<file path="config.mk">
export PLATFORM = sky130hd
export DESIGN_NAME = dispense_controller
export DESIGN_NICKNAME = d
export VERILOG_FILES = /design/src/rtl/vend_pkg.sv /design/src/rtl/dispense_fifo.sv /design/src/rtl/dispense_controller.sv
export SDC_FILE = /design/constraint.sdc
export NUM_CORES = 1
export LEC_CHECK = 0
export ABC_CLOCK_PERIOD_IN_PS = 2000
export CORE_MARGIN = 5
export CORE_UTILIZATION = 32
export CTS_CLUSTER_SIZE = 12
export DETAILED_ROUTE_END_ITERATION = 12
export HOLD_SLACK_MARGIN = 0.1
export SETUP_SLACK_MARGIN = 0.5
export SKIP_LAST_GASP = 1
export SYNTH_ARGS = -nofsm -noshare
export SYNTH_HDL_FRONTEND = slang
export SYNTH_HIERARCHICAL = 1
export SYNTH_SLANG_ARGS = --single-unit
</file>
<file path="constraint.sdc">
create_clock -name clk -period 2 [get_ports clk]
set_input_delay 0.2 -clock clk [delete_from_list [all_inputs] [get_ports clk]]
set_output_delay 0.2 -clock clk [all_outputs]
set_load 0.05 [all_outputs]
</file>
<file path="src/rtl/vend_pkg.sv">
// Shared definitions for the vending dispense path: change codes, FSM states
// and the packed request entry carried through the dispense queue.
package vend_pkg;

    localparam int ENTRY_W = 3;

    localparam logic [1:0] NONE    = 2'b00;
    localparam logic [1:0] C5      = 2'b01;
    localparam logic [1:0] C10     = 2'b10;
    localparam logic [1:0] ILLEGAL = 2'b11;

    typedef enum logic [2:0] {
        IDLE     = 3'd0,
        LOAD     = 3'd1,
        PULSE    = 3'd2,
        WAIT_ACK = 3'd3,
        GAP      = 3'd4,
        FAULT    = 3'd5
    } state_t;

    typedef enum logic [1:0] {
        SEL_PROD = 2'd0,
        SEL_C5   = 2'd1,
        SEL_C10  = 2'd2
    } sel_t;

    typedef struct packed {
        logic       prod;
        logic [1:0] chg;
    } entry_t;

    // An illegal change code riding along with a product request is dropped to NONE.
    function automatic logic [ENTRY_W-1:0] make_entry(input logic o, input logic [1:0] c);
        logic [1:0] c_fixed;
        if (c == ILLEGAL) begin
            c_fixed = NONE;
        end else begin
            c_fixed = c;
        end
        return {o, c_fixed};
    endfunction

endpackage

</file>
<file path="src/rtl/dispense_fifo.sv">
// Request queue for the dispense controller: DEPTH entries, registered
// pointers and occupancy count, push accepted on full when a pop coincides.
module dispense_fifo
    import vend_pkg::*;
#(
    parameter int DEPTH = 4,
    parameter int WIDTH = ENTRY_W
) (
    input  logic             clk,
    input  logic             rst_n,
    input  logic             push,
    input  logic             pop,
    input  logic [WIDTH-1:0] wdata,
    output logic [WIDTH-1:0] rdata,
    output logic             full,
    output logic             empty
);

    localparam int AW = $clog2(DEPTH);
    localparam logic [AW-1:0] PTR_ONE  = AW'(1);
    localparam logic [AW:0]   CNT_ONE  = (AW + 1)'(1);
    localparam logic [AW:0]   CNT_FULL = (AW + 1)'(DEPTH);

    logic [AW-1:0]    wr_ptr_r;
    logic [AW-1:0]    rd_ptr_r;
    logic [AW:0]      count_r;
    logic [WIDTH-1:0] mem_r [DEPTH];
    logic             wr_en_s;
    logic             rd_en_s;

    assign full    = (count_r == CNT_FULL);
    assign empty   = (count_r == '0);
    assign rd_en_s = pop && !empty;
    assign wr_en_s = push && (!full || rd_en_s);
    assign rdata   = mem_r[rd_ptr_r];

    // Storage, pointers (wrap naturally at the power-of-two depth) and count.
    always_ff @(posedge clk or negedge rst_n) begin
        if (!rst_n) begin
            wr_ptr_r <= '0;
            rd_ptr_r <= '0;
            count_r  <= '0;
            for (int i = 0; i < DEPTH; i++) begin
                mem_r[i] <= '0;
            end
        end else begin
            if (wr_en_s) begin
                mem_r[wr_ptr_r] <= wdata;
                wr_ptr_r        <= wr_ptr_r + PTR_ONE;
            end
            if (rd_en_s) begin
                rd_ptr_r <= rd_ptr_r + PTR_ONE;
            end
            case ({wr_en_s, rd_en_s})
                2'b10:   count_r <= count_r + CNT_ONE;
                2'b01:   count_r <= count_r - CNT_ONE;
                default: count_r <= count_r;
            endcase
        end
    end

endmodule

</file>
<file path="src/rtl/dispense_controller.sv">
// Product/coin solenoid sequencer: queues requests, pulses one solenoid at a
// time, waits for the drop-sensor acknowledge and flags timeouts and overflow.
module dispense_controller
    import vend_pkg::*;
#(
    parameter int PULSE_CYC   = 8,
    parameter int GAP_CYC     = 4,
    parameter int TIMEOUT_CYC = 64,
    parameter int DEPTH       = 4
) (
    input  logic       clk,
    input  logic       rst_n,
    input  logic       out,
    input  logic [1:0] change,
    input  logic       prod_sense,
    input  logic       coin_sense,
    input  logic       fault_clr,
    output logic       prod_sol,
    output logic       coin5_sol,
    output logic       coin10_sol,
    output logic       busy,
    output logic       fault,
    output logic       ovf
);

    localparam int MAX_CYC = (PULSE_CYC > GAP_CYC)
                           ? ((PULSE_CYC > TIMEOUT_CYC) ? PULSE_CYC : TIMEOUT_CYC)
                           : ((GAP_CYC   > TIMEOUT_CYC) ? GAP_CYC   : TIMEOUT_CYC);
    localparam int CNT_W = $clog2(MAX_CYC + 1);
    localparam logic [CNT_W-1:0] CNT_ONE   = CNT_W'(1);
    localparam logic [CNT_W-1:0] PULSE_LD  = CNT_W'(PULSE_CYC - 1);
    localparam logic [CNT_W-1:0] GAP_LD    = CNT_W'(GAP_CYC - 1);
    localparam logic [CNT_W-1:0] TMO_LD    = CNT_W'(TIMEOUT_CYC - 1);

    logic [1:0]         rst_sync_r;
    logic               rst_int_n;
    logic [2:0]         prod_sync_r;
    logic [2:0]         coin_sync_r;
    logic               prod_ack_s;
    logic               coin_ack_s;
    logic               item_ack_s;
    logic               push_req_s;
    logic               pop_s;
    logic [ENTRY_W-1:0] push_data_s;
    logic [ENTRY_W-1:0] fifo_rdata_s;
    logic               fifo_full_s;
    logic               fifo_empty_s;

    state_t             state_r;
    sel_t               sel_r;
    entry_t             cur_r;
    logic [CNT_W-1:0]   cnt_r;
    logic               prod_sol_r;
    logic               coin5_sol_r;
    logic               coin10_sol_r;
    logic               busy_r;
    logic               fault_r;
    logic               ovf_r;

    // Reset asserts asynchronously but releases only on a clean clock edge.
    always_ff @(posedge clk or negedge rst_n) begin
        if (!rst_n) begin
            rst_sync_r <= 2'b00;
        end else begin
            rst_sync_r <= {rst_sync_r[0], 1'b1};
        end
    end
    assign rst_int_n = rst_sync_r[1];

    // Two-flop synchronizers plus one history flop for rising-edge detection.
    always_ff @(posedge clk or negedge rst_int_n) begin
        if (!rst_int_n) begin
            prod_sync_r <= 3'b000;
            coin_sync_r <= 3'b000;
        end else begin
            prod_sync_r <= {prod_sync_r[1:0], prod_sense};
            coin_sync_r <= {coin_sync_r[1:0], coin_sense};
        end
    end
    assign prod_ack_s = prod_sync_r[1] & ~prod_sync_r[2];
    assign coin_ack_s = coin_sync_r[1] & ~coin_sync_r[2];

    // Route the acknowledge that matches the item currently being dispensed.
    always_comb begin
        item_ack_s = 1'b0;
        case (sel_r)
            SEL_PROD: item_ack_s = prod_ack_s;
            SEL_C5:   item_ack_s = coin_ack_s;
            SEL_C10:  item_ack_s = coin_ack_s;
            default:  item_ack_s = 1'b0;
        endcase
    end

    assign push_req_s  = out | (change == C5) | (change == C10);
    assign push_data_s = make_entry(out, change);
    assign pop_s       = (state_r == IDLE) && !fifo_empty_s;

    dispense_fifo #(
        .DEPTH (DEPTH),
        .WIDTH (ENTRY_W)
    ) u_fifo (
        .clk   (clk),
        .rst_n (rst_int_n),
        .push  (push_req_s),
        .pop   (pop_s),
        .wdata (push_data_s),
        .rdata (fifo_rdata_s),
        .full  (fifo_full_s),
        .empty (fifo_empty_s)
    );

    // Sticky overflow: a push that meets a full queue without a same-cycle pop.
    always_ff @(posedge clk or negedge rst_int_n) begin
        if (!rst_int_n) begin
            ovf_r <= 1'b0;
        end else if (push_req_s && fifo_full_s && !pop_s) begin
            ovf_r <= 1'b1;
        end else begin
            ovf_r <= ovf_r;
        end
    end

    // Dispense FSM; busy is computed from the next state so it tracks without lag.
    always_ff @(posedge clk or negedge rst_int_n) begin
        if (!rst_int_n) begin
            state_r      <= IDLE;
            sel_r        <= SEL_PROD;
            cur_r        <= '0;
            cnt_r        <= '0;
            prod_sol_r   <= 1'b0;
            coin5_sol_r  <= 1'b0;
            coin10_sol_r <= 1'b0;
            busy_r       <= 1'b0;
            fault_r      <= 1'b0;
        end else begin
            case (state_r)
                IDLE: begin
                    if (!fifo_empty_s) begin
                        cur_r   <= fifo_rdata_s;
                        state_r <= LOAD;
                        busy_r  <= 1'b1;
                    end else begin
                        busy_r  <= push_req_s;
                    end
                end
                LOAD: begin
                    cnt_r <= PULSE_LD;
                    if (cur_r.prod) begin
                        sel_r      <= SEL_PROD;
                        prod_sol_r <= 1'b1;
                        state_r    <= PULSE;
                        busy_r     <= 1'b1;
                    end else if (cur_r.chg == C5) begin
                        sel_r       <= SEL_C5;
                        coin5_sol_r <= 1'b1;
                        state_r     <= PULSE;
                        busy_r      <= 1'b1;
                    end else if (cur_r.chg == C10) begin
                        sel_r        <= SEL_C10;
                        coin10_sol_r <= 1'b1;
                        state_r      <= PULSE;
                        busy_r       <= 1'b1;
                    end else begin
                        state_r <= IDLE;
                        busy_r  <= push_req_s | ~fifo_empty_s;
                    end
                end
                PULSE: begin
                    busy_r <= 1'b1;
                    if (cnt_r == '0) begin
                        prod_sol_r   <= 1'b0;
                        coin5_sol_r  <= 1'b0;
                        coin10_sol_r <= 1'b0;
                        cnt_r        <= TMO_LD;
                        state_r      <= WAIT_ACK;
                    end else begin
                        cnt_r <= cnt_r - CNT_ONE;
                    end
                end
                WAIT_ACK: begin
                    busy_r <= 1'b1;
                    if (item_ack_s) begin
                        if (sel_r == SEL_PROD) begin
                            cur_r.prod <= 1'b0;
                        end else begin
                            cur_r.chg <= NONE;
                        end
                        cnt_r   <= GAP_LD;
                        state_r <= GAP;
                    end else if (cnt_r == '0) begin
                        fault_r <= 1'b1;
                        state_r <= FAULT;
                    end else begin
                        cnt_r <= cnt_r - CNT_ONE;
                    end
                end
                GAP: begin
                    busy_r <= 1'b1;
                    if (cnt_r == '0) begin
                        state_r <= LOAD;
                    end else begin
                        cnt_r <= cnt_r - CNT_ONE;
                    end
                end
                FAULT: begin
                    if (fault_clr) begin
                        fault_r <= 1'b0;
                        cur_r   <= '0;
                        state_r <= IDLE;
                        busy_r  <= push_req_s | ~fifo_empty_s;
                    end else begin
                        busy_r  <= 1'b1;
                    end
                end
                default: begin
                    state_r      <= IDLE;
                    prod_sol_r   <= 1'b0;
                    coin5_sol_r  <= 1'b0;
                    coin10_sol_r <= 1'b0;
                    busy_r       <= 1'b0;
                end
            endcase
        end
    end

    assign prod_sol   = prod_sol_r;
    assign coin5_sol  = coin5_sol_r;
    assign coin10_sol = coin10_sol_r;
    assign busy       = busy_r;
    assign fault      = fault_r;
    assign ovf        = ovf_r;

endmodule
</file>
## Word-level counts from Yosys, hierarchy flattened

Index checks and enable logic that the tools add are counted.

| operators by class | value |
|---|---|
| multiplexer cells | 51 |
| $lt $le $gt $ge | 3 |
| bitwise logic cells | 11 |
| reductions and logical operators | 30 |
| add/sub/neg operators | 5 |
| eq/ne operators | 30 |

Operators with widths:

| kind | number |
|---|---|
| $mux 3 | 11 |
| $ne 2x2->1 const B | 14 |
| $pmux 7 s4 | 1 |
| $mux 7 | 3 |
| $reduce_and 5->1 | 4 |
| $pmux 3 s6 | 1 |
| $mux 1 | 16 |
| $mux 2 | 8 |
| $bwmux 12 | 1 |
| $eq 2x2->1 const B | 5 |
| $eq 3x3->1 const B | 3 |
| $pmux 1 s3 | 3 |
| $pmux 3 s3 | 1 |
| $eq 2x1->1 const B | 4 |
| $reduce_and 4->1 | 2 |
| $logic_not 7->1 | 1 |
| $sub 7x1->7 const B | 1 |
| $bmux 3 s2 | 1 |
| $demux 3 s2 | 1 |
| $eq 3x2->1 const B | 2 |
| $ge 3x3->1 const B | 2 |
| $logic_and 1x1->1 | 6 |
| $logic_not 3->1 | 2 |
| $not 2->3 | 2 |
| 23 further kinds | 35 |

| storage, ports and cells | value |
|---|---|
| flip-flop bits (word level) | 48 |
| input bits | 8 |
| output and inout bits | 6 |

## Depth between registers and ports, before layout

| depth | value |
|---|---|
| depth after elaboration | 8 |
| mapped depth | 10 |

## Cells and area by module

Netlist, hierarchy kept.

Modules (own cells, without submodules):

| module | area each (um2) | seq. area each (um2) | times used | cells each |
|---|---|---|---|---|
| dispense_controller | 1,627.8 | 725.7 | 1 | 168 |
| dispense_fifo | 1,032.2 | 475.5 | 1 | 88 |

## Worst setup path after synthesis

OpenSTA, ideal clock, no wires.

| timing path | value |
|---|---|
| path kind | flip-flop to flip-flop |
| from | register state_r[0] |
| to | register u_fifo.count_r[2] |
| arrival | 2.429 ns |
| clock period less this slack | 2.563 ns |
| buffers on the path | 3 |
| stages on the path, launching flop included | 11 |
| path slack | -0.563 ns |
| setup time | 0.134 ns |
| path through | dfrtp_1 -> clkbuf_1 -> buf_1 -> nor4_1 -> buf_2 -> nor2b_1 -> nand2_1 -> fa_1 -> nor2b_1 -> a221o_1 -> o211ai_1 |

| on the way | value |
|---|---|
| cells in the longest elaborated chain, start to end | 7 |

RTL lines:

| element | line | RTL |
|---|---|---|
| start: declaration | dispense_controller.sv:49 | `state_t state_r;` |
| start signal: assignment | dispense_controller.sv:126 | `state_r <= IDLE;` |
| start signal: assignment | dispense_controller.sv:140 | `state_r <= LOAD;` |
| start signal: assignment | dispense_controller.sv:151 | `state_r <= PULSE;` |
| $logic_not 3->1 (*) | dispense_controller.sv:96 | `assign pop_s = (state_r == IDLE) && !fifo_empty_s;` |
| $logic_and 1x1->1 (*) | dispense_controller.sv:96 |  |
| net pop_s | dispense_controller.sv:43 | `logic pop_s;` |
| $logic_and 1x1->1 (*) | dispense_fifo.sv:33 | `assign rd_en_s = pop && !empty;` |
| $logic_or 1x1->1 | dispense_fifo.sv:34 | `assign wr_en_s = push && (!full \|\| rd_en_s);` |
| $logic_and 1x1->1 | dispense_fifo.sv:34 |  |
| $eq 2x1->1 / $eq 2x2->1 (equally long branches) | dispense_fifo.sv:54 | `case ({wr_en_s, rd_en_s})` |
| $pmux 3 s2 / $reduce_bool 2->1 (equally long branches) | n/a |  |
| end signal: assignment | dispense_fifo.sv:55 | `2'b10: count_r <= count_r + CNT_ONE;` |
| end signal: assignment | dispense_fifo.sv:56 | `2'b01: count_r <= count_r - CNT_ONE;` |
| end signal: assignment | dispense_fifo.sv:57 | `default: count_r <= count_r;` |
| end: declaration | dispense_fifo.sv:26 | `logic [AW:0] count_r;` |

Mark *: on every way through the listed nets, which the timed path passes. The rest lies on a longest branch.
A chain may end at the register's enable or synchronous reset.

## Worst setup path after layout

| timing path | value |
|---|---|
| from | register cnt_r[0] |
| to | register state_r[0] |

| on the way | value |
|---|---|
| cells in the longest elaborated chain, start to end | 3 |

RTL lines:

| element | line | RTL |
|---|---|---|
| start: declaration | dispense_controller.sv:52 | `logic [CNT_W-1:0] cnt_r;` |
| start signal: assignment | dispense_controller.sv:177 | `cnt_r <= cnt_r - CNT_ONE;` |
| start signal: assignment | dispense_controller.sv:194 | `cnt_r <= cnt_r - CNT_ONE;` |
| start signal: assignment | dispense_controller.sv:202 | `cnt_r <= cnt_r - CNT_ONE;` |
| $logic_not 7->1 (*) | dispense_controller.sv:170, dispense_controller.sv:190, dispense_controller.sv:199 |  |
| $ne 3x3->1 (no source line) / $ne 2x2->1 (equally long branches) | n/a |  |
| $reduce_and 5->1 (no source line) (*) | n/a |  |
| end signal: assignment | dispense_controller.sv:189 | `state_r <= GAP;` |
| end signal: assignment | dispense_controller.sv:192 | `state_r <= FAULT;` |
| end signal: assignment | dispense_controller.sv:200 | `state_r <= LOAD;` |

Every way passes the cells marked *; elsewhere a longest branch is shown, timed or not.

==> flow_metrics.py <==
metrics = {
    "pwr": {
        "ir_drop_uv": 631,
        "power_density_nw_per_um2": 1360,
        "p_total_mw": 5.12,
        "leakage_nw": 1.63,
    },
    "sta": {
        "holdWs_ps": 320,
        "finalSetupViolations": 11,
        "rsz0062_at_grt": "yes",
        "finalMaxSlewViolations": 0,
        "worst_slack_ps": -128,
        "period_needed_ps": 2130,
        "worst_slew_pin_slew_ps": 581,
        "hold_viol": 0,
        "fin_crit_sh": 1.06,
        "clock.fmax_mhz": 470,
        "max-slew-margin-rel": 0.613,
        "fin_skew_ps": 7.73,
    },
    "worst_setup_path": {
        "cp_data_required_time_ps": 2220,
        "end_kind": "register",
        "cp-start-kind": "register",
        "reg2reg_slack_ps": -130,
        "crit_chain": "inv_2 > ha_4 > or4b_4 > nor2_8 > inv_4 > buf_4 > buf_6 > maj3_2 > o31ai_2",
        "critPathMaxStageDelay_ps": 500,
        "cp_slowest_cell": "or4b_4",
        "crit_buf_inv": 4,
        "worstPathArrival_ps": 2350,
        "worstSetupPathType": "reg -> reg",
        "path_delay_family": "simple AND/OR/NAND/NOR gates",
        "crit_path_max_fanout": 2,
    },
    "floorplanning": {
        "die_h_microns": 101,
        "core.rowCount": 33,
        "ioPinCount": 14,
        "initial_core_util": 0.325,
        "dieArea_sq_um": 10200,
        "dieWidth_microns": 101,
        "core-area_sq_um": 8180,
    },
    "clock_network": {
        "cts-root-buf": "clkbuf_8",
        "cts_buffer_depth": 2,
        "cts_made_buffers": 5,
        "clkTransAtPathRegs_ps": 100,
        "cts_tree": "built",
        "htreeDepth": 2,
        "clock-sinks": 48,
        "worstSkewPairLatency_ps": 310,
    },
    "route": {
        "ant_nets": 0,
        "firstDrtPassIters": 4,
        "drt_iter0_drc": 87,
        "drc": 0,
        "wl_per_cell_microns": 14.1,
        "num_vias": 2163,
        "viasPerCell": 5.04,
        "drt-total-wl_microns": 6060,
    },
    "global_routing": {
        "grt_max_degree": 47,
        "gr-usage-all-layers": 0.121,
        "overflow": 0,
        "antenna_found_initial": 0,
        "grt_pass1_vias": 2086,
        "grt_pass1_wl_microns": 10000,
    },
    "logic_synthesis": {
        "synthMuxAreaShare": 0.0955,
        "synth_cell_types": 58,
        "synth_xor_area_frac": 0.0198,
        "synthSimpleGateAreaFrac": 0.173,
        "yosys-top-cells-area": "dfrtp_1 45%, mux2_2 5.5%, ha_1 5.2%",
        "synth_edf_count": 0,
        "synth_adder_area_share": 0.0635,
        "synth-seq-area-share": 0.452,
        "netlist_top_cells_count": "48 x dfrtp_1, 21 x inv_1, 20 x nand2_1, 16 x nor2_1, 13 x mux2_2",
        "yosysTopAreaCell": "dfrtp_1",
        "ys_async_sr_fraction": 1.00,
        "synth_top_area_frac": 0.452,
        "synth-compound-area-share": 0.145,
        "synth_top_family_by_area": "simple AND/OR/NAND/NOR gates",
        "netlist_area_sq_um": 2660,
        "yosysMostFrequentCell": "dfrtp_1",
        "syn_nets": 276,
        "ys_warn_count": 6,
        "avgSynthCellArea_sq_um": 10.4,
        "synth_ff_type": "dfrtp_1",
        "ys_ff_latch": 48,
        "synth_cells": 256,
    },
    "cells_and_area": {
        "fin_util": 0.460,
        "fillers": 751,
        "drive_gt1_frac": 0.423,
        "fin_nets": 343,
        "antennaDiodeCount": 0,
        "syn_to_final_growth_pct": 41.4,
    },
    "place": {
        "place_ws_ps": -285,
        "gp_congestion": 0.809,
        "dpl.hpwl_microns": 3960,
        "port_buffers": 13,
    },
    "flow_run": {
        "maxCapViolCount": 0,
    },
    "worst_hold_path": {
        "hp-class": "in -> reg",
    },
    "status": {
        "violations": "setup timing",
        "status": "complete, but fails checks",
    },
}
[area by class of cell]
cell class / count / area (sq um) / share of cell area
Multi-Input combinational cell: 176 / 1610 / 0.428
Sequential cell: 48 / 1200 / 0.320
Timing Repair Buffer: 70 / 613 / 0.163
Tap cell: 105 / 131 / 0.0349
Inverter: 22 / 87.6 / 0.0233
Clock buffer: 5 / 68.8 / 0.0183
Clock inverter: 3 / 46.3 / 0.0123
[report_power, final]
| part | switching, mW | internal, mW |
|---|---|---|
| Combinational | 1.33 | 1.47 |
| Sequential | 0.257 | 1.32 |
| Clock | 0.361 | 0.377 |
| Total | 1.95 | 3.17 |
[layer usage]
layer	up-vias	GRT usage	share of wire
met3	5	0.0241	0.036
li1	1048	-	-
met5	-	0	0
met1	1076	0.168	0.46
met2	34	0.194	0.50
met4	0	0.0276	0.0068
[cells by family (layout without fill, tap and decap cells)]
group                    Yosys count  after routing
AND/OR/NAND/NOR                   80             80
adder cells (fa/ha/maj)           13             13
multiplexers                      20             20
AO/OA/AOI/OAI                     56             56
buffers and inverters             32            100
XOR/XNOR                           6              6
other                              1              1
flip-flops                        48             48
[state kept, by name, summed over array words and instances (netlist names), 2 cells and up]
signal,flops
u_fifo/mem_r,12
rst_sync_r,2
u_fifo/wr_ptr_r,2
cnt_r,7
coin_sync_r,3
prod_sync_r,3
u_fifo/count_r,3
sel_r,2
state_r,3
cur_r,3
u_fifo/rd_ptr_r,2
[metrics by stage]
step	instance area (sq um)	instances	setup TNS, ps
after floorplan	2810	256	-450
after global placement	3230	398	-628
after detailed placement	3230	398	-1110
after CTS	3630	424	-1250
after global routing	3760	429	-1790
final	3760	429	-622
[repair_timing]
| action | in CTS | in global routing |
|---|---|---|
| resized for setup | 39 | 22 |
| setup endpoints to repair | 42 | 38 |
| buffers inserted | 17 | 5 |
| endpoints found under the hold margin | 2 | 0 |
| pin swaps | 25 | 13 |
| hold buffers | 1 | 0 |
[cell usage in the layout (no fill, tap or decap), types with 4 or more instances in the layout]
master	count
nor2_1	12
ha_1	8
nor2b_1	4
buf_4	40
buf_6	16
a21oi_1	8
dlygate4sd2_1	6
dfrtp_1	46
inv_1	17
mux2i_1	4
clkbuf_8	5
mux2_2	10
o21ai_0	7
nor3_1	8
o211ai_1	6
clkdlybuf4s50_1	7
nand2_1	16
[final timing paths]
kind                                          from                            end  cells after the start
max                           cnt_r[0]$_DFFE_PN0P_         state_r[0]$_DFFE_PN0P_                      9
min                                     coin_sense       coin_sync_r[0]$_DFF_PN0_                      1
max reg2reg                   cnt_r[0]$_DFFE_PN0P_         state_r[0]$_DFFE_PN0P_                      9
min reg2reg                rst_sync_r[1]$_DFF_PN0_           cnt_r[2]$_DFFE_PN0P_                      1
max in group asynchronous  rst_sync_r[1]$_DFF_PN0_  u_fifo/count_r[0]$_DFFE_PN0P_                      1
min in group asynchronous  rst_sync_r[1]$_DFF_PN0_           cnt_r[2]$_DFFE_PN0P_                      1
Power figures use the tool's default switching activity.
